<file path="config.mk">
export PLATFORM = sky130hd
export DESIGN_NAME = uart_io_port
export DESIGN_NICKNAME = d
export VERILOG_FILES = /design/src/rtl/uart_io_port.sv
export SDC_FILE = /design/constraint.sdc
export NUM_CORES = 1
export LEC_CHECK = 0
export ABC_AREA = 1
export CAP_MARGIN = 20
export CORE_UTILIZATION = 46
export CTS_BUF_LIST = sky130_fd_sc_hd__clkbuf_8
export DETAILED_ROUTE_END_ITERATION = 8
export HOLD_SLACK_MARGIN = 0.02
export MAX_ROUTING_LAYER = met4
export PLACE_DENSITY = 0.68
export SLEW_MARGIN = 20
export SYNTH_ARGS = -nofsm -noshare
export SYNTH_HDL_FRONTEND = slang
export SYNTH_SLANG_ARGS = --single-unit
export TNS_END_PERCENT = 100
</file>
<file path="constraint.sdc">
create_clock -name clk -period 1.75 [get_ports clk]
set_input_delay 0.2625 -clock clk [delete_from_list [all_inputs] [get_ports clk]]
set_output_delay 0.2625 -clock clk [all_outputs]
set_load 0.03 [all_outputs]
</file>
<file path="src/rtl/uart_io_port.sv">
// rtl/uart_io_port.sv - CPU-side UART I/O port: byte TX with busy flag, RX with held interrupt and overrun.
module uart_io_port #(
    parameter int CLK_PER_BIT = 868
) (
    input  logic       clk,
    input  logic       reset,
    input  logic       w_req,
    input  logic [7:0] w_data,
    output logic       w_busy,
    input  logic       ack,
    output logic [7:0] r_data,
    output logic       intr_req,
    output logic       overrun,
    output logic       uart_tx,
    input  logic       uart_rx
);
    localparam int CW = $clog2(CLK_PER_BIT) + 1;
    localparam logic [CW-1:0] BIT_LAST  = CW'(CLK_PER_BIT - 1);
    localparam logic [CW-1:0] HALF_LAST = CW'(CLK_PER_BIT / 2 - 1);

    localparam logic [1:0] S_IDLE  = 2'd0;
    localparam logic [1:0] S_START = 2'd1;
    localparam logic [1:0] S_DATA  = 2'd2;
    localparam logic [1:0] S_STOP  = 2'd3;

    logic [1:0]    r_tx_state;
    logic [CW-1:0] r_tx_cnt;
    logic [2:0]    r_tx_bit;
    logic [7:0]    r_tx_shift;
    logic          r_tx;
    logic          r_busy;

    always_ff @(posedge clk or posedge reset) begin
        if (reset) begin
            r_tx_state <= S_IDLE;
            r_tx_cnt   <= '0;
            r_tx_bit   <= '0;
            r_tx_shift <= '0;
            r_tx       <= 1'b1;
            r_busy     <= 1'b0;
        end else begin
            case (r_tx_state)
                S_IDLE: begin
                    if (w_req) begin
                        r_tx_shift <= w_data;
                        r_tx_state <= S_START;
                        r_tx       <= 1'b0;
                        r_busy     <= 1'b1;
                        r_tx_cnt   <= '0;
                    end
                end
                S_START: begin
                    if (r_tx_cnt == BIT_LAST) begin
                        r_tx_cnt   <= '0;
                        r_tx       <= r_tx_shift[0];
                        r_tx_shift <= {1'b0, r_tx_shift[7:1]};
                        r_tx_bit   <= '0;
                        r_tx_state <= S_DATA;
                    end else begin
                        r_tx_cnt <= r_tx_cnt + 1'b1;
                    end
                end
                S_DATA: begin
                    if (r_tx_cnt == BIT_LAST) begin
                        r_tx_cnt <= '0;
                        if (r_tx_bit == 3'd7) begin
                            r_tx       <= 1'b1;
                            r_tx_state <= S_STOP;
                        end else begin
                            r_tx       <= r_tx_shift[0];
                            r_tx_shift <= {1'b0, r_tx_shift[7:1]};
                            r_tx_bit   <= r_tx_bit + 1'b1;
                        end
                    end else begin
                        r_tx_cnt <= r_tx_cnt + 1'b1;
                    end
                end
                default: begin
                    // busy drops with the return to IDLE so the next w_req lands the same cycle
                    if (r_tx_cnt == BIT_LAST) begin
                        r_tx_cnt   <= '0;
                        r_busy     <= 1'b0;
                        r_tx_state <= S_IDLE;
                    end else begin
                        r_tx_cnt <= r_tx_cnt + 1'b1;
                    end
                end
            endcase
        end
    end

    assign uart_tx = r_tx;
    assign w_busy  = r_busy;

    logic [1:0]    r_sync;
    logic          r_rx_prev;
    logic [1:0]    r_rx_state;
    logic [CW-1:0] r_rx_cnt;
    logic [2:0]    r_rx_bit;
    logic [7:0]    r_rx_shift;
    logic [7:0]    r_data_q;
    logic          r_intr;
    logic          r_ovr;
    logic          w_rx_s;
    logic          w_rx_done;

    assign w_rx_s    = r_sync[1];
    assign w_rx_done = (r_rx_state == S_STOP) && (r_rx_cnt == BIT_LAST) && w_rx_s;

    // Falling-edge arming via r_rx_prev also makes a framing error wait for the line to go idle
    always_ff @(posedge clk or posedge reset) begin
        if (reset) begin
            r_sync     <= 2'b11;
            r_rx_prev  <= 1'b1;
            r_rx_state <= S_IDLE;
            r_rx_cnt   <= '0;
            r_rx_bit   <= '0;
            r_rx_shift <= '0;
        end else begin
            r_sync    <= {r_sync[0], uart_rx};
            r_rx_prev <= w_rx_s;
            case (r_rx_state)
                S_IDLE: begin
                    if (r_rx_prev && !w_rx_s) begin
                        r_rx_state <= S_START;
                        r_rx_cnt   <= '0;
                    end
                end
                S_START: begin
                    if (r_rx_cnt == HALF_LAST) begin
                        r_rx_cnt   <= '0;
                        r_rx_bit   <= '0;
                        r_rx_state <= w_rx_s ? S_IDLE : S_DATA;
                    end else begin
                        r_rx_cnt <= r_rx_cnt + 1'b1;
                    end
                end
                S_DATA: begin
                    if (r_rx_cnt == BIT_LAST) begin
                        r_rx_cnt   <= '0;
                        r_rx_shift <= {w_rx_s, r_rx_shift[7:1]};
                        if (r_rx_bit == 3'd7) begin
                            r_rx_state <= S_STOP;
                        end else begin
                            r_rx_bit <= r_rx_bit + 1'b1;
                        end
                    end else begin
                        r_rx_cnt <= r_rx_cnt + 1'b1;
                    end
                end
                default: begin
                    if (r_rx_cnt == BIT_LAST) begin
                        r_rx_cnt   <= '0;
                        r_rx_state <= S_IDLE;
                    end else begin
                        r_rx_cnt <= r_rx_cnt + 1'b1;
                    end
                end
            endcase
        end
    end

    // A completion outranks a simultaneous ack; the ack still clears the prior overrun
    always_ff @(posedge clk or posedge reset) begin
        if (reset) begin
            r_data_q <= '0;
            r_intr   <= 1'b0;
            r_ovr    <= 1'b0;
        end else if (w_rx_done) begin
            r_data_q <= r_rx_shift;
            r_intr   <= 1'b1;
            r_ovr    <= r_intr && !ack;
        end else if (ack) begin
            r_intr <= 1'b0;
            r_ovr  <= 1'b0;
        end
    end

    assign r_data   = r_data_q;
    assign intr_req = r_intr;
    assign overrun  = r_ovr;
endmodule
</file>
==> impl_metrics.env <==
export IMPL_status="complete, no violations"
export IMPL_critical_path_slowest_cell="dfrtp_1"
export IMPL_start_util_pct=47.5
export IMPL_grt_pass1_wl_um=12100
export IMPL_hold_slack_ns=0.211
export IMPL_rsz0062_at_grt="yes"
export IMPL_required_ns=1.98
export IMPL_pwr_density_cell_nw_per_um2=1340
export IMPL_path_class="register to register"
export IMPL_areaGrowthSynthToFinish_pct=22.3
export IMPL_slowest_delay_ns=0.40
export IMPL_drtPass1Iterations=4
export IMPL_reg2reg_slack_ns=0.09
export IMPL_clkTransAtPathRegs_ns=0.08
export IMPL_fin_skew_ns=0.00986
export IMPL_wl_met1_um=3240
export IMPL_cts_buffers_inserted=9
export IMPL_drtIter0Drc=134
export IMPL_track_usage_pct=20.8
export IMPL_yosysSeqAreaShare_pct=46.2
export IMPL_drc=0
export IMPL_die_h_um=88.3
export IMPL_io_pin_count=25
export IMPL_cts_tree="done"
export IMPL_clockRootBuffer="clkbuf_8"
export IMPL_htreeDepth=3
export IMPL_antenna_cells=0
export IMPL_fmax_mhz=601
export IMPL_hold_violations=0
export IMPL_gp_congestion=0.872
export IMPL_cts_sinks=63
export IMPL_worst_slew_pin_slew_ns=0.512
export IMPL_netlist_instances=411
export IMPL_fp_dieW_um=88.3
export IMPL_end_kind="register"
export IMPL_drive_gt1_share_pct=17.4
export IMPL_syn_num_nets=435
export IMPL_dieArea_um2=7800
export IMPL_finalCritPeriodShare_pct=95.1
export IMPL_synthTopCellsByArea="dfrtp_1 43%, nand2_1 11%, nand3_1 6.4%, inv_1 5.4%, ha_1 4.0%"
export IMPL_rr_worst_depth=7
export IMPL_core_area_um2=7210
export IMPL_grt_pass1_vias=2725
export IMPL_r2r_start="r_tx_state[0]$_DFFE_PP0P_"
export IMPL_fin_ws_ns=0.0851
export IMPL_start_kind="register"
export IMPL_maxCapViolCount=0
export IMPL_post_place_ws_ns=0.0682
export IMPL_synth_seq_cells=63
export IMPL_grt_overflow_total=0
export IMPL_slew_headroom_pct=65.6
export IMPL_ant_nets=0
export IMPL_netlist_top_cells_count="103 x nand2_1, 59 x dfrtp_1, 49 x inv_1, 44 x nand3_1, 29 x nor2_1"
export IMPL_worstSkewPairLatency_ns=0.34
export IMPL_hold_buffers=0
export IMPL_min_period_ns=1.66
export IMPL_ys_flop_type="dfrtp_1"
export IMPL_rows=31
export IMPL_finalMaxSlewViolations=0
export IMPL_vias=2880
export IMPL_syn_area_per_cell_um2=8.34
export IMPL_ys_types=34
export IMPL_finalWirelength_um=7100
export IMPL_arrival_ns=1.89
export IMPL_path_buf_inv=1
export IMPL_startpoint="r_tx_state[0]$_DFFE_PP0P_"
export IMPL_dr_max_layer_used="met4"
export IMPL_yosys_area_top_type="dfrtp_1"
export IMPL_synth_most_common_cell="nand2_1"
export IMPL_post_synth_top_area_fraction_pct=43.1
export IMPL_grt_max_degree=31
export IMPL_crit_chain="inv_1 -> ha_1 -> or2_2 -> nand2_2 -> nand3_4 -> nand2_1 -> o21ai_1"
export IMPL_clk_path_buf_depth=2
export IMPL_worstHoldPathType="input pin to async pin"
export IMPL_p_leak_nw=2.02
export IMPL_dp_hpwl_um=5080
export IMPL_synth_area_um2=3430
export IMPL_synth_edff_count=0
export IMPL_dr_wl_met3_um=210
export IMPL_crit_fanout=16
export IMPL_avgViaCountPerCell=5.11
export IMPL_antenna_found_initial=0
export IMPL_fillers=651
export IMPL_yosysWarnings=0
export IMPL_wl_per_cell_um=12.6
export IMPL_peakVddDrop_mv=1.21
export IMPL_port_buffers=24
export IMPL_fin_nets=484
export IMPL_routed_wl_met2_um=3590
export IMPL_reg2reg_to="r_tx_shift[0]$_DFFE_PP0P_"
export IMPL_synthArstFlopShare_pct=100
export IMPL_path_delay_family="simple AND/OR/NAND/NOR gates"
export IMPL_finalSetupViolations=0
export IMPL_path_depth=7
-- layout make-up --
class                           count  area [um2]  share of cell area, %
Clock inverter                      6        92.6                   2.21
Sequential cell                    63        1580                   37.7
Inverter                           52         203                   4.84
Timing Repair Buffer               46         442                   10.5
Clock buffer                       10         138                   3.28
Tap cell                           99         124                   2.96
Multi-Input combinational cell    288        1610                   38.4
-- cells in the final DEF, fill, tap and decap left out, types with 11 or more instances in the layout --
master             n
buf_4             19
clkdlybuf4s50_1   23
dfrtp_1           59
inv_1             48
nand2_1          102
nand3_1           44
nand4_1           14
nor2_1            29
o21ai_0           15
o21ai_2           11
-- metrics by stage --
stage               cell area, um2  power [W]  cells  util, %  setup TNS (ns)
floorplan                     3430    0.00347    411        -               0
global placement              3890    0.00399    544     54.0               0
detailed placement            3890    0.00405    544     54.0               0
CTS                           4120    0.00554    560     57.2               0
global route                  4190    0.00605    564     58.1          -0.149
finish                        4190    0.00562    564     58.1               0
-- logic make-up after synthesis --
logic type | count (synthesis) | share of synthesized area [%]
AND/OR/NAND/NOR | 213 | 29.1
flip-flops | 63 | 46.2
buffers and inverters | 60 | 7.78
AO/OA/AOI/OAI | 52 | 9.57
adder cells (fa/ha/maj) | 11 | 4.02
multiplexers | 7 | 2.05
XOR/XNOR | 5 | 1.28
-- worst register-to-register path: stages (launching register included) --
cell,delay (ns)
dfrtp_1,0.40
inv_1,0.11
ha_1,0.24
or2_2,0.35
nand2_2,0.13
nand3_4,0.17
nand2_1,0.10
o21ai_1,0.06
-- power breakdown --
part	switching [W]	leakage (nW)	total, W	internal, W
Combinational	0.00131	1.07	0.00221	0.000895
Clock	0.000605	0.109	0.00145	0.000847
Sequential	0.000223	0.838	0.00196	0.00174
-- timing repair --
item	CTS	global route
setup buffers	0	4
endpoints found under the setup margin	1	31
pin swaps	0	2
gates resized for setup	1	9
-- worst max-delay path by stage --
stage | end | slack [ns]
floorplan | r_tx_shift[0]$_DFFE_PP0P_ | 0.17
global placement | r_tx_cnt[9]$_DFFE_PP0P_ | 0.11
detailed placement | r_tx_cnt[7]$_DFFE_PP0P_ | 0.07
CTS | r_tx_cnt[9]$_DFFE_PP0P_ | 0.04
global route | r_tx_shift[4]$_DFFE_PP0P_ | -0.04
finish | r_tx_shift[0]$_DFFE_PP0P_ | 0.09
-- state kept, by name, indices dropped and copies added (netlist names) --
| signal | flops |
|---|---|
| r_rx_shift | 8 |
| intr_req | 1 |
| r_rx_prev | 1 |
| r_data | 8 |
| w_busy | 1 |
| r_tx_bit | 3 |
| overrun | 1 |
| uart_tx | 1 |
| r_tx_shift | 8 |
| r_tx_state | 2 |
| r_tx_cnt | 11 |
| r_sync | 2 |
| r_rx_bit | 3 |
| r_rx_cnt | 11 |
| r_rx_state | 2 |
-- per-layer routing --
| metal | global-route usage, % | vias up |
|---|---|---|
| li1 | - | 1450 |
| met1 | 25.3 | 1379 |
| met2 | 33.9 | 43 |
| met3 | 5.04 | 8 |
| met4 | 7.33 | 0 |
| met5 | - | - |
No activity file was read; power rests on OpenSTA's default activity.
